--- src/rtl/uart_core.sv ---
// Full-duplex UART with configurable framing, 3-sample majority-voted RX and an RX FIFO
// that carries per-word parity/framing error flags alongside the data.
module uart_core #(
  parameter int unsigned CLK_FRQ   = 27000000,
  parameter int unsigned BAUD_RATE = 115200,
  parameter int unsigned DATA_BITS = 8,
  parameter int unsigned PARITY    = 0,
  parameter int unsigned STOP_BITS = 1,
  parameter int unsigned RX_DEPTH  = 4
) (
  input  logic                        clk,
  input  logic                        reset,
  input  logic [7:0]                  tx_data,
  input  logic                        tx_valid,
  output logic                        tx_ready,
  output logic                        tx_out,
  input  logic                        rx_in,
  output logic [7:0]                  rx_data,
  output logic                        rx_perr,
  output logic                        rx_ferr,
  output logic                        rx_valid,
  input  logic                        rx_ready,
  output logic [$clog2(RX_DEPTH):0]   rx_count,
  output logic                        rx_overrun,
  input  logic                        rx_ovr_clear
);

  localparam int unsigned CYCLE = CLK_FRQ / BAUD_RATE;
  localparam int unsigned CNT_W = $clog2(STOP_BITS * CYCLE + 1);
  localparam int unsigned PTR_W = $clog2(RX_DEPTH);
  localparam int unsigned MID   = CYCLE / 2;

  localparam logic [7:0]       DATA_MASK = 8'(8'hFF >> (8 - DATA_BITS));
  localparam logic [2:0]       LAST_BIT  = 3'(DATA_BITS - 1);
  localparam logic             PAR_ODD   = (PARITY == 1);
  localparam logic [CNT_W-1:0] BIT_END   = CNT_W'(CYCLE - 1);
  localparam logic [CNT_W-1:0] STOP_END  = CNT_W'(STOP_BITS * CYCLE - 1);
  localparam logic [CNT_W-1:0] SMP_0     = CNT_W'(MID - 1);
  localparam logic [CNT_W-1:0] SMP_1     = CNT_W'(MID);
  localparam logic [CNT_W-1:0] SMP_2     = CNT_W'(MID + 1);
  localparam logic [PTR_W:0]   FULL      = (PTR_W + 1)'(RX_DEPTH);

  typedef enum logic [2:0] {StIdle, StStart, StData, StParity, StStop} state_e;

  // ---------------- Transmitter ----------------
  state_e           tx_state_q, tx_state_d;
  logic [CNT_W-1:0] tx_cnt_q, tx_cnt_d;
  logic [2:0]       tx_bit_q, tx_bit_d;
  logic [7:0]       tx_shift_q, tx_shift_d;
  logic             tx_par_q, tx_par_d;
  logic             tx_out_q, tx_out_d;

  always_comb begin
    tx_state_d = tx_state_q;
    tx_cnt_d   = tx_cnt_q + CNT_W'(1);
    tx_bit_d   = tx_bit_q;
    tx_shift_d = tx_shift_q;
    tx_par_d   = tx_par_q;
    tx_out_d   = tx_out_q;
    unique case (tx_state_q)
      StIdle: begin
        tx_cnt_d = '0;
        tx_out_d = 1'b1;
        if (tx_valid) begin
          tx_state_d = StStart;
          tx_shift_d = tx_data & DATA_MASK;
          tx_par_d   = (^(tx_data & DATA_MASK)) ^ PAR_ODD;
          tx_out_d   = 1'b0;
        end
      end
      StStart: begin
        if (tx_cnt_q == BIT_END) begin
          tx_state_d = StData;
          tx_cnt_d   = '0;
          tx_bit_d   = '0;
          tx_out_d   = tx_shift_q[0];
        end
      end
      StData: begin
        if (tx_cnt_q == BIT_END) begin
          tx_cnt_d   = '0;
          tx_bit_d   = tx_bit_q + 3'd1;
          tx_shift_d = tx_shift_q >> 1;
          if (tx_bit_q == LAST_BIT) begin
            if (PARITY != 0) begin
              tx_state_d = StParity;
              tx_out_d   = tx_par_q;
            end else begin
              tx_state_d = StStop;
              tx_out_d   = 1'b1;
            end
          end else begin
            tx_out_d = tx_shift_q[1];
          end
        end
      end
      StParity: begin
        if (tx_cnt_q == BIT_END) begin
          tx_state_d = StStop;
          tx_cnt_d   = '0;
          tx_out_d   = 1'b1;
        end
      end
      StStop: begin
        if (tx_cnt_q == STOP_END) begin
          tx_state_d = StIdle;
          tx_cnt_d   = '0;
        end
      end
      default: tx_state_d = StIdle;
    endcase
  end

  always_ff @(posedge clk) begin
    if (reset) begin
      tx_state_q <= StIdle;
      tx_cnt_q   <= '0;
      tx_bit_q   <= '0;
      tx_shift_q <= '0;
      tx_par_q   <= 1'b0;
      tx_out_q   <= 1'b1;
    end else begin
      tx_state_q <= tx_state_d;
      tx_cnt_q   <= tx_cnt_d;
      tx_bit_q   <= tx_bit_d;
      tx_shift_q <= tx_shift_d;
      tx_par_q   <= tx_par_d;
      tx_out_q   <= tx_out_d;
    end
  end

  assign tx_ready = (tx_state_q == StIdle);
  assign tx_out   = tx_out_q;

  // ---------------- Receiver ----------------
  logic             rx_s1_q, rx_s2_q, rx_s3_q;
  state_e           rx_state_q, rx_state_d;
  logic [CNT_W-1:0] rx_cnt_q, rx_cnt_d;
  logic [2:0]       rx_bit_q, rx_bit_d;
  logic [7:0]       rx_shift_q, rx_shift_d;
  logic [1:0]       rx_smp_q, rx_smp_d;
  logic             rx_perr_q, rx_perr_d;
  logic             rx_ferr_q, rx_ferr_d;
  logic             push_q, push_d;
  logic             vote;

  assign vote = (rx_smp_q[0] & rx_smp_q[1]) | (rx_smp_q[0] & rx_s2_q) | (rx_smp_q[1] & rx_s2_q);

  always_comb begin
    rx_state_d = rx_state_q;
    rx_cnt_d   = rx_cnt_q + CNT_W'(1);
    rx_bit_d   = rx_bit_q;
    rx_shift_d = rx_shift_q;
    rx_smp_d   = rx_smp_q;
    rx_perr_d  = rx_perr_q;
    rx_ferr_d  = rx_ferr_q;
    push_d     = 1'b0;
    if (rx_cnt_q == SMP_0) rx_smp_d[0] = rx_s2_q;
    if (rx_cnt_q == SMP_1) rx_smp_d[1] = rx_s2_q;
    unique case (rx_state_q)
      StIdle: begin
        // Count 1 on entry so that count 0 lines up with the first low synchronized sample.
        rx_cnt_d = CNT_W'(1);
        if (rx_s3_q && !rx_s2_q) begin
          rx_state_d = StStart;
          rx_perr_d  = 1'b0;
        end
      end
      StStart: begin
        if (rx_cnt_q == SMP_2 && vote) begin
          rx_state_d = StIdle;
        end else if (rx_cnt_q == BIT_END) begin
          rx_state_d = StData;
          rx_cnt_d   = '0;
          rx_bit_d   = '0;
        end
      end
      StData: begin
        if (rx_cnt_q == SMP_2) rx_shift_d[rx_bit_q] = vote;
        if (rx_cnt_q == BIT_END) begin
          rx_cnt_d = '0;
          rx_bit_d = rx_bit_q + 3'd1;
          if (rx_bit_q == LAST_BIT) rx_state_d = (PARITY != 0) ? StParity : StStop;
        end
      end
      StParity: begin
        if (rx_cnt_q == SMP_2) rx_perr_d = vote ^ (^rx_shift_q) ^ PAR_ODD;
        if (rx_cnt_q == BIT_END) begin
          rx_state_d = StStop;
          rx_cnt_d   = '0;
        end
      end
      StStop: begin
        if (rx_cnt_q == SMP_2) begin
          rx_ferr_d  = ~vote;
          push_d     = 1'b1;
          rx_state_d = StIdle;
        end
      end
      default: rx_state_d = StIdle;
    endcase
  end

  always_ff @(posedge clk) begin
    if (reset) begin
      rx_s1_q    <= 1'b1;
      rx_s2_q    <= 1'b1;
      rx_s3_q    <= 1'b1;
      rx_state_q <= StIdle;
      rx_cnt_q   <= '0;
      rx_bit_q   <= '0;
      rx_shift_q <= '0;
      rx_smp_q   <= '1;
      rx_perr_q  <= 1'b0;
      rx_ferr_q  <= 1'b0;
      push_q     <= 1'b0;
    end else begin
      rx_s1_q    <= rx_in;
      rx_s2_q    <= rx_s1_q;
      rx_s3_q    <= rx_s2_q;
      rx_state_q <= rx_state_d;
      rx_cnt_q   <= rx_cnt_d;
      rx_bit_q   <= rx_bit_d;
      rx_shift_q <= rx_shift_d;
      rx_smp_q   <= rx_smp_d;
      rx_perr_q  <= rx_perr_d;
      rx_ferr_q  <= rx_ferr_d;
      push_q     <= push_d;
    end
  end

  // ---------------- RX FIFO ----------------
  logic [9:0]       mem_q [RX_DEPTH];
  logic [PTR_W-1:0] wr_ptr_q, rd_ptr_q;
  logic [PTR_W:0]   count_q, count_d;
  logic             valid_q, overrun_q;
  logic             pop, wr_en, drop;

  assign pop   = valid_q & rx_ready;
  assign wr_en = push_q & ((count_q != FULL) | pop);
  assign drop  = push_q & (count_q == FULL) & ~pop;

  always_comb begin
    count_d = count_q;
    if (wr_en && !pop)      count_d = count_q + (PTR_W + 1)'(1);
    else if (!wr_en && pop) count_d = count_q - (PTR_W + 1)'(1);
  end

  always_ff @(posedge clk) begin
    if (reset) begin
      for (int i = 0; i < RX_DEPTH; i++) mem_q[i] <= '0;
      wr_ptr_q  <= '0;
      rd_ptr_q  <= '0;
      count_q   <= '0;
      valid_q   <= 1'b0;
      overrun_q <= 1'b0;
    end else begin
      if (wr_en) begin
        mem_q[wr_ptr_q] <= {rx_shift_q, rx_perr_q, rx_ferr_q};
        wr_ptr_q        <= wr_ptr_q + PTR_W'(1);
      end
      if (pop) rd_ptr_q <= rd_ptr_q + PTR_W'(1);
      count_q   <= count_d;
      valid_q   <= (count_d != '0);
      overrun_q <= drop | (overrun_q & ~rx_ovr_clear);
    end
  end

  assign rx_data    = mem_q[rd_ptr_q][9:2];
  assign rx_perr    = mem_q[rd_ptr_q][1];
  assign rx_ferr    = mem_q[rd_ptr_q][0];
  assign rx_valid   = valid_q;
  assign rx_count   = count_q;
  assign rx_overrun = overrun_q;

endmodule

--- config.mk ---
export PLATFORM = sky130hd
export DESIGN_NAME = uart_core
export DESIGN_NICKNAME = d
export VERILOG_FILES = /design/src/rtl/uart_core.sv
export SDC_FILE = /design/constraint.sdc
export NUM_CORES = 1
export LEC_CHECK = 0
export ABC_AREA = 1
export BUFFER_PORTS_ARGS = -buffer_cell sky130_fd_sc_hd__buf_2
export CORE_MARGIN = 3
export CORE_UTILIZATION = 55
export DETAILED_ROUTE_END_ITERATION = 10
export GPL_TIMING_DRIVEN = 0
export PLACE_DENSITY = 0.75
export SKIP_CTS_REPAIR_TIMING = 1
export SLEW_MARGIN = 20
export SYNTH_ARGS = -nofsm -noshare
export SYNTH_HDL_FRONTEND = slang
export SYNTH_SLANG_ARGS = --single-unit
--- constraint.sdc ---
create_clock -name clk -period 2.1 [get_ports clk]
set_clock_uncertainty 0.2 [all_clocks]
set_input_delay 0.105 -clock clk [delete_from_list [all_inputs] [get_ports clk]]
set_output_delay 0.105 -clock clk [all_outputs]
set_load 0.1 [all_outputs]
==> flow_metrics.py <==
metrics = {
    "power_and_ir_drop": {
        "power_leakage_nw": 2.327,
        "p_int_mw": 3.247,
        "clock_power_share": 0.201,
        "combPwrFrac": 0.361,
        "seq_power_share": 0.438,
        "power.switching_mw": 2.282,
        "p_per_area_nw_per_um2": 971.0,
        "switching_share": 0.4127,
        "peakVddDrop_mv": 0.5614,
    },
    "drt": {
        "first_pass_iters": 4,
        "wl_um": 9844,
        "wl_per_cell_um": 12.82,
        "drtIter0Drc": 173,
        "vias_per_cell": 5.214,
        "vias": 4004,
        "ant_nets": 0,
        "drc": 0,
    },
    "global_route": {
        "grt_pass1_vias": 3701,
        "grt_remaining_overflow": 0,
        "grt_pass1_wl_um": 16680,
        "antenna_found_initial": 0,
        "grt_max_degree": 18,
        "groute.usage.overall": 0.2051,
    },
    "critical_path": {
        "r2r_start": "rx_count[0]",
        "cpMostUsedCell": "nand2_1",
        "cp.required_ns": 1.91,
        "critPathMaxStageDelay_ns": 0.40,
        "arrival_ns": 1.82,
        "path_max_fanout": 11,
        "startpoint_type": "register",
        "path_class": "register to register",
        "cpMaxStageDelayCell": "o21ai_4",
        "path_cells": "inv_2, ha_1, nand3_1, nand2_1, inv_1, nand2_1, o21ai_4",
        "crit_start": "rx_count[0]",
        "setup.worst_path.end_class": "register",
    },
    "sta": {
        "tightest_slew_ns": 0.9032,
        "slew_headroom": 0.3978,
        "min_period_ns": 2.006,
        "setup_viol": 0,
        "worst_slack_ns": 0.09369,
        "fin_hold_ws_ns": -0.009930,
        "finalHoldViolCount": 1,
        "rsz0062_at_grt": "true",
        "clock.fmax_mhz": 498.4,
        "slew_viol_final": 0,
        "fin_crit_sh": 0.9554,
    },
    "floorplanning": {
        "die_area_sq_um": 10160,
        "coreArea_sq_um": 8464,
        "dieWidth_um": 100.8,
        "fp.dieH_um": 100.8,
        "initial_core_util": 0.5842,
        "top_level_ports": 31,
        "fp-row-count": 33,
    },
    "yosys": {
        "ys_types": 42,
        "yosys_warnings": 0,
        "yosys-top-cells-area": "dfxtp_1 (26%), edfxtp_1 (24%), nand2_1 (10%), nor2_1 (7.8%), inv_1 (4.0%)",
        "yosysSeqAreaShare": 0.5020,
        "async_reset_ff_frac": 0,
        "synth-edff-count": 40,
        "synth-simple-area-share": 0.2918,
        "syn_area_per_cell_sq_um": 8.173,
        "synth_top_area_share": 0.2591,
        "syn_area_sq_um": 4945,
        "synth_fa_ha_area_frac": 0.03289,
        "syn_nets": 632,
        "synth_top_family_by_area": "simple AND/OR/NAND/NOR gates",
        "synth_top_flop_cell": "dfxtp_1",
        "synthXorXnorAreaFrac": 0.01240,
        "synth-compound-area-share": 0.09944,
        "synth_top_cell_by_area": "dfxtp_1",
        "synth_mux_area_frac": 0,
        "netlist_instances": 605,
        "synth-seq-cells": 104,
    },
    "finish": {
        "area_growth_pct": 15.16,
        "final-seq-area_sq_um": 2495,
        "fillers": 682,
        "diodes": 0,
        "layout_commonest_cell": "nand2_1",
        "multi_input_area_sq_um": 2272,
        "layout.nets": 685,
        "final_cell_mix": "nand2_1 (130), nor2_1 (101), dfxtp_1 (60), inv_1 (51), edfxtp_1 (40)",
        "fin_cells": 768,
        "final_util": 0.6727,
        "drive_above_1_share": 0.1719,
        "fin_area_sq_um": 5694,
    },
    "cts": {
        "cts.sinks": 104,
        "worstSkewPairLatency_ns": 0.36,
        "root_buffer": "clkbuf_8",
        "cts_tree": "done",
        "cts_inserted_buffers": 9,
        "path_clk_slew_ns": 0.09,
        "htreeDepth": 3,
        "clockBufferDepth": 2,
    },
    "placement": {
        "placed_cells": 739,
        "dp_hpwl_um": 6954,
        "dp_slack_ns": 0.01443,
        "gp_congestion": 0.9026,
        "placed_cell_area_sq_um": 5330,
        "port_buffers": 29,
    },
    "worst_hold_path": {
        "worstHoldStart": "rx_ready",
        "hp-class": "input pin to register",
    },
    "run": {
        "maxCapViolCount": 0,
    },
    "outcome": {
        "failed_checks": "hold timing",
        "status": "complete, but fails checks",
    },
}
## power groups by stage
stage | logic [mW] | registers [mW] | clock network [mW]
final | 2.00 | 2.42 | 1.11
after global routing | 2.18 | 2.45 | 1.21
after CTS | 1.95 | 2.42 | 1.14
after detailed placement | 1.94 | 2.47 | 0
after global placement | 1.92 | 2.45 | 0
after floorplan | 1.42 | 2.66 | 0
## area by class of cell
cell class / instances / area share
buffer: 17 / 0.01780
clock buffer: 10 / 0.02241
clock inverter: 6 / 0.007910
inverter: 59 / 0.03889
multi-input combinational: 425 / 0.3990
sequential: 104 / 0.4381
tap: 105 / 0.02307
timing repair buffer: 42 / 0.05274
## cell families after synthesis
logic type      count (synthesis)
buf+inv                        76
flops                         104
xor+xnor                        7
fa+ha+maj                      13
compound gates                 86
simple gates                  319
## Yosys cell counts, types with 2 or more instances
master and n:
xor2_1 4, buf_2 6, nor3_2 4, or2_2 4, nand3_2 2, o21ai_0 30
nor2_1 103, xnor2_1 3, a21oi_1 27, nand3_1 32, edfxtp_1 40, nand2_2 4
nand2_1 133, clkbuf_1 8, ha_1 13, nor2_2 2, nand2_4 5, o22ai_1 11
nor2_4 3, a21oi_2 2, dfxtp_1 64, inv_1 53, o21ai_1 10, nor3b_1 4
nand4_1 5, nor3_1 13, inv_2 5
## path summary, 6_finish.rpt
kind                 end  slack [ns]  depth (start not counted)
min           rx_overrun       -0.01                          4
max reg2reg  mem_q[3][0]        0.09                          7
max          mem_q[3][0]        0.09                          7
min reg2reg      rx_s2_q        0.24                          1
## layer usage
| layer | track usage | part of all wire | vias to the layer above | routed length [um] |
|---|---|---|---|---|
| met1 | 0.2519 | 0.45 | 1843 | 4477 |
| met5 | 0 | 0 | - | 0 |
| li1 | - | - | 2084 | - |
| met4 | 0.06010 | 0.012 | 0 | 121 |
| met2 | 0.3590 | 0.49 | 69 | 4845 |
| met3 | 0.04637 | 0.041 | 8 | 400 |
## critical path: cells and delay by family, from the launching register on
kind,cells,cell delay (ns)
AO/OA/AOI/OAI,1,0.40
flip-flops,1,0.37
AND/OR/NAND/NOR,3,0.31
adder cells (fa/ha/maj),1,0.21
buffers and inverters,2,0.18
## metrics by stage
step / TNS, ns / power, mW
global placement: 0 / 4.371
finish: 0 / 5.529
CTS: -1.299 / 5.504
detailed placement: 0 / 4.407
global route: -0.1263 / 5.847
floorplan: 0 / 4.083
## flip-flops by register name (all words and copies together) (netlist names), named ones only
register and cells:
rx_overrun 1, rx_valid 1, tx_out 1, rx_ferr_q 1
rx_shift_q 8, push_q 1, tx_bit_q 3, rx_count 3
rx_state_q 3, tx_cnt_q 8, rx_s2_q 1, rx_s1_q 1
tx_shift_q 8, rx_perr_q 1, tx_state_q 3, rx_bit_q 3
rx_s3_q 1, mem_q 40, rx_smp_q 2, wr_ptr_q 2
rx_cnt_q 8, rd_ptr_q 2
No activity file was read; power rests on OpenSTA's default activity.
